--- config.mk ---
export PLATFORM = sky130hd
export DESIGN_NAME = uart_tx_fifo
export DESIGN_NICKNAME = d
export VERILOG_FILES = /design/src/rtl/uart_pkg.sv /design/src/rtl/uart_fifo_mem.sv /design/src/rtl/uart_tx_fifo.sv
export SDC_FILE = /design/constraint.sdc
export NUM_CORES = 1
export LEC_CHECK = 0
export BUFFER_PORTS_ARGS = -buffer_cell sky130_fd_sc_hd__buf_4
export CORE_AREA = 2 2 95 115
export CTS_BUF_LIST = sky130_fd_sc_hd__clkbuf_4
export DETAILED_ROUTE_END_ITERATION = 12
export DIE_AREA = 0 0 97 117
export GPL_ROUTABILITY_DRIVEN = 0
export GPL_TIMING_DRIVEN = 0
export PLACE_DENSITY = 0.82
export SLEW_MARGIN = 20
export SYNTH_ARGS = -nofsm -noshare
export SYNTH_HDL_FRONTEND = slang
export SYNTH_HIERARCHICAL = 1
export SYNTH_SLANG_ARGS = --single-unit
--- constraint.sdc ---
create_clock -name i_Clock -period 6.8 [get_ports i_Clock]
set_clock_uncertainty 0.2 [all_clocks]
set_input_delay 2.04 -clock i_Clock [delete_from_list [all_inputs] [get_ports i_Clock]]
set_output_delay 2.04 -clock i_Clock [all_outputs]
set_load 0.005 [all_outputs]
--- src/rtl/uart_pkg.sv ---
// -----------------------------------------------------------------------------
// uart_pkg
// Shared constants for the UART transmit FIFO slice:
//   - DEPTH_DEFAULT    : default FIFO byte capacity
//   - WAIT_ACT_TIMEOUT : cycles the feeder waits for the transmitter to go busy
//   - ST_*             : feeder FSM state encodings (also visible on o_State)
// -----------------------------------------------------------------------------
package uart_pkg;

  localparam int DEPTH_DEFAULT    = 16;
  localparam int WAIT_ACT_TIMEOUT = 4;

  localparam logic [2:0] ST_IDLE      = 3'd0;
  localparam logic [2:0] ST_ISSUE     = 3'd1;
  localparam logic [2:0] ST_WAIT_ACT  = 3'd2;
  localparam logic [2:0] ST_WAIT_DONE = 3'd3;
  localparam logic [2:0] ST_GAP       = 3'd4;

endpackage

--- src/rtl/uart_fifo_mem.sv ---
// -----------------------------------------------------------------------------
// uart_fifo_mem
// DEPTH x 8 circular byte buffer with AW-bit read/write pointers.
// Synchronous write, combinational read of the head entry.
// Ports:
//   i_Clock, i_Reset : clock, synchronous active-high reset
//   i_Push, i_Data   : store i_Data at the tail (caller guarantees room,
//                      or a same-cycle pop when full)
//   i_Pop            : advance the head (caller guarantees non-empty)
//   o_Head           : byte at the head, valid when o_Empty=0
//   o_Count          : bytes stored, 0..DEPTH
//   o_Full, o_Empty  : occupancy flags derived from o_Count
// -----------------------------------------------------------------------------
module uart_fifo_mem
  import uart_pkg::*;
#(
  parameter int DEPTH = DEPTH_DEFAULT,
  parameter int AW    = $clog2(DEPTH)
) (
  input  logic          i_Clock,
  input  logic          i_Reset,
  input  logic          i_Push,
  input  logic [7:0]    i_Data,
  input  logic          i_Pop,
  output logic [7:0]    o_Head,
  output logic [AW:0]   o_Count,
  output logic          o_Full,
  output logic          o_Empty
);

  localparam logic [AW:0] FULL_COUNT = (AW+1)'(DEPTH);

  logic [7:0]    mem_q [DEPTH];
  logic [AW-1:0] wr_ptr_q, wr_ptr_d;
  logic [AW-1:0] rd_ptr_q, rd_ptr_d;
  logic [AW:0]   count_q, count_d;

  // Pointers wrap DEPTH-1 -> 0 naturally because DEPTH is a power of two.
  always_comb begin
    wr_ptr_d = wr_ptr_q;
    rd_ptr_d = rd_ptr_q;
    count_d  = count_q;
    if (i_Push) wr_ptr_d = wr_ptr_q + 1'b1;
    if (i_Pop)  rd_ptr_d = rd_ptr_q + 1'b1;
    if (i_Push && !i_Pop)      count_d = count_q + 1'b1;
    else if (i_Pop && !i_Push) count_d = count_q - 1'b1;
  end

  always_ff @(posedge i_Clock) begin
    if (i_Reset) begin
      wr_ptr_q <= '0;
      rd_ptr_q <= '0;
      count_q  <= '0;
    end else begin
      wr_ptr_q <= wr_ptr_d;
      rd_ptr_q <= rd_ptr_d;
      count_q  <= count_d;
    end
  end

  // Storage carries no reset; only the pointers define what is valid.
  // When full with a same-cycle pop, wr_ptr equals rd_ptr: the head is read
  // combinationally before this edge overwrites it.
  always_ff @(posedge i_Clock) begin
    if (i_Push && !i_Reset) mem_q[wr_ptr_q] <= i_Data;
  end

  assign o_Head  = mem_q[rd_ptr_q];
  assign o_Count = count_q;
  assign o_Full  = (count_q == FULL_COUNT);
  assign o_Empty = (count_q == '0);

endmodule

--- src/rtl/uart_tx_fifo.sv ---
// -----------------------------------------------------------------------------
// uart_tx_fifo
// Byte FIFO feeding a downstream UART transmitter one byte at a time.
// Ports:
//   i_Clock, i_Reset        : clock, synchronous active-high reset
//   i_Wr_DV, i_Wr_Byte      : write strobe and byte
//   o_Full, o_Empty, o_Count: FIFO occupancy
//   o_Overflow              : sticky; set by a dropped write or by a byte lost
//                             because the transmitter never went busy
//   o_Tx_DV, o_Tx_Byte      : one-cycle start pulse and byte to the transmitter
//   i_Tx_Active, i_Tx_Done  : transmitter busy / frame complete
//   o_State                 : feeder FSM state (ST_* encodings)
// Handshake: a byte is popped only in IDLE when the FIFO is non-empty and the
// transmitter is idle; o_Tx_DV is high for exactly the ISSUE cycle, and the
// feeder then waits for i_Tx_Active, then i_Tx_Done, then one GAP cycle.
// -----------------------------------------------------------------------------
module uart_tx_fifo
  import uart_pkg::*;
#(
  parameter int DEPTH = DEPTH_DEFAULT,
  parameter int AW    = $clog2(DEPTH)
) (
  input  logic          i_Clock,
  input  logic          i_Reset,
  input  logic          i_Wr_DV,
  input  logic [7:0]    i_Wr_Byte,
  output logic          o_Full,
  output logic          o_Empty,
  output logic [AW:0]   o_Count,
  output logic          o_Overflow,
  output logic          o_Tx_DV,
  output logic [7:0]    o_Tx_Byte,
  input  logic          i_Tx_Active,
  input  logic          i_Tx_Done,
  output logic [2:0]    o_State
);

  logic [2:0] state_q, state_d;
  logic [1:0] timer_q, timer_d;
  logic       tx_dv_q, tx_dv_d;
  logic [7:0] tx_byte_q, tx_byte_d;
  logic       ovf_q, ovf_d;

  logic       full, empty, pop, push, drop;
  logic [7:0] head;

  // Empty comes from the registered count, so a byte written into an empty
  // FIFO cannot be popped in its write cycle.
  assign pop  = (state_q == ST_IDLE) && !empty && !i_Tx_Active;
  assign push = i_Wr_DV && (!full || pop);
  assign drop = i_Wr_DV && full && !pop;

  uart_fifo_mem #(
    .DEPTH (DEPTH),
    .AW    (AW)
  ) u_mem (
    .i_Clock (i_Clock),
    .i_Reset (i_Reset),
    .i_Push  (push),
    .i_Data  (i_Wr_Byte),
    .i_Pop   (pop),
    .o_Head  (head),
    .o_Count (o_Count),
    .o_Full  (full),
    .o_Empty (empty)
  );

  always_comb begin
    state_d   = state_q;
    timer_d   = timer_q;
    tx_dv_d   = 1'b0;
    tx_byte_d = tx_byte_q;
    ovf_d     = ovf_q | drop;
    case (state_q)
      ST_IDLE: begin
        if (pop) begin
          state_d   = ST_ISSUE;
          tx_dv_d   = 1'b1;
          tx_byte_d = head;
        end
      end
      ST_ISSUE: begin
        state_d = ST_WAIT_ACT;
        timer_d = '0;
      end
      ST_WAIT_ACT: begin
        if (i_Tx_Active) begin
          state_d = ST_WAIT_DONE;
        end else if (timer_q == 2'(WAIT_ACT_TIMEOUT - 1)) begin
          // Transmitter never took the byte; it is lost.
          state_d = ST_IDLE;
          ovf_d   = 1'b1;
        end else begin
          timer_d = timer_q + 1'b1;
        end
      end
      ST_WAIT_DONE: begin
        if (i_Tx_Done) state_d = ST_GAP;
      end
      ST_GAP: begin
        // One cycle covers the transmitter's cleanup cycle, during which
        // i_Tx_Done may still be high.
        state_d = ST_IDLE;
      end
      default: state_d = ST_IDLE;
    endcase
  end

  always_ff @(posedge i_Clock) begin
    if (i_Reset) begin
      state_q   <= ST_IDLE;
      timer_q   <= '0;
      tx_dv_q   <= 1'b0;
      tx_byte_q <= 8'h00;
      ovf_q     <= 1'b0;
    end else begin
      state_q   <= state_d;
      timer_q   <= timer_d;
      tx_dv_q   <= tx_dv_d;
      tx_byte_q <= tx_byte_d;
      ovf_q     <= ovf_d;
    end
  end

  assign o_Full     = full;
  assign o_Empty    = empty;
  assign o_Overflow = ovf_q;
  assign o_Tx_DV    = tx_dv_q;
  assign o_Tx_Byte  = tx_byte_q;
  assign o_State    = state_q;

endmodule

==> impl_metrics.ini, run 1 <==
[setup_path]
crit_top_cell = ha_1
cp_top_family = compound AO/OA/AOI/OAI gates
path_cells = buf_4 -> nor3_2 -> buf_2 -> nand2_1 -> a21boi_1 -> ha_1 -> inv_1 -> ha_1 -> nand2b_1 -> a21oi_1 -> mux2i_1 -> mux2_2
cp-end-kind = flip-flop
critical_path_arrival_ps = 4980
critical_path.max_fanout = 10
slowest_delay_ps = 610
cp.buffers_inverters = 3
critPathRequiredTime_ps = 7030
critical_path_class = in2reg
cp_slowest_cell = a21boi_1
start_kind = input pin

[grt]
grt_usage_pct = 23.2
grt_pass1_wl_mm = 19.2
antenna_found_initial = 0
grt_overflow_total = 0
grt_max_degree = 17
grt_pass1_vias = 3564

[floorplan]
die_area_mm2 = 0.0113
die_h_um = 117
rows = 41
core_mm2 = 0.0103
dieWidth_um = 97
ios = 33
start_util_pct = 62.9

[clock_network]
post-cts-setup-buffers = 0
cts_tree = built
post_cts_resize_count = 0
clock_path_buffers = 2
cts_made_buffers = 17
htreeDepth = 4
clk_pin_slew_ps = 130
hold_buffers = 0
insertion_delay_ps = 530
clock-root-buffer = clkbuf_4
cts_sinks = 160

[timing]
fmax_ghz = 0.211
grt_setup_unrepaired = no
finalHoldViolCount = 0
slew_viol_final = 0
holdWs_ps = 296
finalSetupTns_ps = 0
maxSlewHeadroom_pct = 53.7
post-route-min-period_ps = 4750
setup_violations = 0
finalCritPeriodShare_pct = 69.8
worstMarginPinSlew_ps = 692

[synth]
syn-num-nets = 411
ys_seq_area_share_pct = 69.2
synth_cells = 387
syn_area_per_cell_um2 = 16.8
synth.distinct_cells = 45
ys_ff_latch = 160
syn_area_mm2 = 0.00648
yosysWarningCount = 6

[cells_and_area]
final_cell_mix = edfxtp_1, buf_4, dfxtp_1
layout.cells.non_filler = 580
layout.area.seq_mm2 = 0.00448
final_area_mm2 = 0.00714
drive_gt1_share_pct = 22.0
layout_commonest_cell = edfxtp_1
final_util_pct = 69.2
multiInputGateArea_mm2 = 0.00184
nNetsFinal = 462
diodes = 0
area_growth_pct = 10.1
nFillCells = 650

[power_and_ir_drop]
power-per-cell-area_mw_per_mm2 = 308
leakagePower_uw = 0.00246
clkPwrFrac_pct = 23.0
ir_worst_vdd_mv = 0.243
p_comb_share_pct = 24.7
internal_power_uw = 1520
seqPwrFrac_pct = 52.3
p_sw_uw = 672
p_sw_share_pct = 30.6

[drt]
vias = 3552
avgRoutedWirePerCell_um = 20.7
met1Wirelength_mm = 4.78
wl_met3_um = 655
highest_layer = met4
first_iter_violations = 283
firstDrtPassIters = 5
post-route-drc-count = 0
dr_wl_met2_mm = 6.23
wirelength_mm = 12.0
postRouteAntennaNets = 0
via_per_inst = 6.12

[place]
dp_hpwl_mm = 8.06
place_inst = 548
portBuffers = 32
postPlaceCellArea_mm2 = 0.00688

[run_status]
status = complete, no violations

[run]
maxCapViolCount = 0

[hold_path]
hp-class = reg2reg
-- worst register-to-register path, stage by stage (launching register included) --
cell and delay [ps]:
dfxtp_1 440, nor4_1 100, nor2b_1 190, nor2_2 300, nand2_1 190, a21boi_1 610, ha_1 330, inv_1 110
ha_1 340, nand2b_1 70, a21oi_1 160, mux2i_1 240, mux2_2 350
-- sequential cells by signal (all words and copies together), names as in the netlist, named ones only --
name	count
u_mem/wr_ptr_q	4
o_Overflow	1
o_Tx_DV	1
u_mem/rd_ptr_q	4
timer_q	2
o_Tx_Byte	8
u_mem/mem_q	128
u_mem/o_Count	5
o_State	3
-- cell usage after synthesis, drive strengths merged --
cell | instances | area share (%)
a211oi | 2 | 0.23
a21boi | 2 | 0.23
a21o | 1 | 0.12
a21oi | 16 | 1.2
a22oi | 17 | 2.0
a31oi | 2 | 0.19
and2 | 19 | 1.8
and2b | 1 | 0.12
and3b | 1 | 0.14
buf | 11 | 1.2
clkbuf | 4 | 0.23
clkdlybuf4s25 | 3 | 0.46
dfxtp | 32 | 9.9
edfxtp | 128 | 59
fa | 1 | 0.31
ha | 10 | 1.9
inv | 9 | 0.52
mux2 | 1 | 0.17
mux2i | 4 | 0.62
mux4 | 32 | 12
nand2 | 13 | 0.75
nand2b | 5 | 0.48
nand3 | 9 | 0.69
nand4 | 2 | 0.19
nor2 | 26 | 1.5
nor2b | 3 | 0.29
nor3 | 6 | 0.54
nor4 | 2 | 0.19
nor4bb | 1 | 0.15
o211ai | 1 | 0.12
o21ai | 9 | 0.69
o32ai | 1 | 0.14
or2 | 1 | 0.097
or3 | 3 | 0.29
or3b | 1 | 0.14
xnor2 | 2 | 0.27
xor2 | 6 | 0.81
-- kinds of logic after synthesis --
logic type | synth area share, %
AO/OA/AOI/OAI | 4.92
multiplexers | 12.7
AND/OR/NAND/NOR | 7.45
adder cells (fa/ha/maj) | 2.24
XOR/XNOR | 1.08
buffers and inverters | 2.41
flip-flops | 69.2
-- power groups by stage --
stage	Sequential (uW)	Clock (uW)	Combinational [uW]
finish	1150	505	542
global route	1160	557	597
CTS	1150	516	544
detailed placement	1170	0	541
global placement	1170	0	521
floorplan	1170	0	369
-- per-layer routing --
metal / vias up / GRT usage, %
met3: 30 / 5.17
met5: - / 0
met2: 142 / 40.0
li1: 1617 / -
met1: 1763 / 29.5
met4: 0 / 8.92
-- final cells by class --
cell class,count,area share (%)
clock buffers,17,1.79
multi-input cells,200,25.8
inverters,9,0.473
plain buffers,18,1.72
flip-flops and latches,160,62.8
well taps,129,2.26
repair buffers,32,3.36
clock inverters,15,1.79
-- through the flow --
stage               worst slack [ps]  total power, uW
global placement                1580             1690
floorplan                       2110             1540
CTS                             2090             2210
detailed placement              1490             1710
global route                    1810             2310
finish                          2050             2200
-- path summary, 6_finish.rpt --
path | depth (start not counted) | start | slack, ps | endpoint
setup / recovery | 12 | i_Tx_Active | 2050 | u_mem/o_Count[4]$_SDFFE_PP0P_
hold / removal | 2 | o_Tx_Byte[7]$_SDFFE_PP0P_ | 300 | o_Tx_Byte[7]$_SDFFE_PP0P_
setup reg to reg | 12 | u_mem/o_Count[0]$_SDFFE_PP0P_ | 3070 | u_mem/o_Count[4]$_SDFFE_PP0P_
hold reg to reg | 2 | o_Tx_Byte[7]$_SDFFE_PP0P_ | 300 | o_Tx_Byte[7]$_SDFFE_PP0P_
Note: power is estimated with default switching activity, not from simulation.
==> inputs of run 2 (changes only) <==
- CORE_AREA: 2 2 95 115 -> 2 2 96 117
- DIE_AREA: 0 0 97 117 -> 0 0 98 119
- PLACE_DENSITY: 0.82 -> 0.8
- clock period: 6.8 -> 4.59 ns (I/O delays scaled with it)
==> impl_metrics.ini, run 2 (same netlist as run 1, synthesis figures left out) <==
[setup_path]
critPathRequiredTime_ps = 4830
cp-end-kind = flip-flop
start_kind = input pin
critical_path.max_fanout = 10
critical_path_arrival_ps = 4320
critical_path_class = in2reg

[power_and_ir_drop]
ir_worst_vdd_mv = 0.221
leakagePower_uw = 0.00247
power-per-cell-area_mw_per_mm2 = 455

[drt]
vias = 3539
first_iter_violations = 223
postRouteAntennaNets = 0
wirelength_mm = 11.9
via_per_inst = 6.07
post-route-drc-count = 0
firstDrtPassIters = 5
avgRoutedWirePerCell_um = 20.5

[place]
dp_hpwl_mm = 7.98
postPlaceCellArea_mm2 = 0.00689
portBuffers = 32
place_ws_ps = -24.7
place_inst = 551

[timing]
grt_setup_unrepaired = no
post-route-min-period_ps = 4080
fmax_ghz = 0.245
finalCritPeriodShare_pct = 88.9
holdWs_ps = 298
finalHoldViolCount = 0
setup_slack_ps = 508
worstMarginPinSlew_ps = 742
slew_viol_final = 0
maxSlewHeadroom_pct = 50.4
setup_violations = 0

[cells_and_area]
layout_commonest_cell = edfxtp_1
area_growth_pct = 10.2
largest_reg_flops = 128
diodes = 0
nNetsFinal = 462
final_util_pct = 67.0
drive_gt1_share_pct = 22.2
layout.cells.non_filler = 583
top_register = u_mem/mem_q
final_cell_mix = edfxtp_1, buf_4, dfxtp_1
final_area_mm2 = 0.00714

[grt]
grt_pass1_vias = 3451
grt_usage_pct = 21.9
antenna_found_initial = 0
grt_max_degree = 17
grt_pass1_wl_mm = 18.7
grt_overflow_total = 0

[clock_network]
clock_path_buffers = 2
cts_sinks = 160
post_cts_resize_count = 0
post-cts-setup-buffers = 0
cts_tree = built
clock-root-buffer = clkbuf_4
clk_pin_slew_ps = 130
cts_made_buffers = 17
insertion_delay_ps = 540
hold_buffers = 0
htreeDepth = 4

[floorplan]
die_area_mm2 = 0.0117
start_util_pct = 60.8
core_mm2 = 0.0107
ios = 33
rows = 42
die_h_um = 119
dieWidth_um = 98

[run]
maxCapViolCount = 0

[run_status]
status = complete, no violations

[hold_path]
hp-class = reg2reg
==> run 2: worst paths after layout <==
check / from / endpoint / slack [ps] / cells after the start
worst max-delay path: i_Tx_Active / u_mem/o_Count[4]$_SDFFE_PP0P_ / 510 / 12
worst min-delay path: o_Tx_Byte[7]$_SDFFE_PP0P_ / o_Tx_Byte[7]$_SDFFE_PP0P_ / 300 / 2
worst max register to register: u_mem/o_Count[0]$_SDFFE_PP0P_ / u_mem/o_Count[4]$_SDFFE_PP0P_ / 910 / 12
worst min register to register: o_Tx_Byte[7]$_SDFFE_PP0P_ / o_Tx_Byte[7]$_SDFFE_PP0P_ / 300 / 2
==> run 2: routing by layer <==
layer / routed length [um] / GRT usage (%) / vias up
met3: 758 / 5.16 / 23
met4: 298 / 9.64 / 0
li1: - / - / 1626
met5: 0 / 0 / -
met1: 4730 / 28.9 / 1747
met2: 6160 / 35.0 / 143
==> run 2: metrics by stage <==
| stage | TNS, ps | power, uW |
|---|---|---|
| after floorplan | 0 | 2270 |
| after global placement | 0 | 2510 |
| after detailed placement | -24.7 | 2540 |
| after CTS | 0 | 3270 |
| after global routing | 0 | 3420 |
| final | 0 | 3250 |
==> run 2: area by class of cell <==
class                   count  area, um^2
fillers                   720        3520
repair buffers             32         240
clock buffers              17         128
well taps                 132         165
multi-input cells         200        1840
inverters                   9        33.8
clock inverters            15         128
flip-flops and latches    160        4480
plain buffers              18         123
==> run 2: where the power goes <==
part | leakage, uW | internal, uW | total (uW) | switching, uW
clock | 0.000142 | 233 | 743 | 511
combinational | 0.000910 | 383 | 800 | 417
sequential | 0.00141 | 1640 | 1700 | 60.5
total | 0.00247 | 2260 | 3250 | 988
==> run 2: worst max-delay path: stages <==
cell and delay (ps):
buf_4 130, nor3_2 220, buf_2 270, nand2_1 130, a21boi_1 630, ha_1 330, inv_1 110, ha_1 340
nand2b_1 70, a21oi_1 160, mux2i_1 210, mux2_2 340
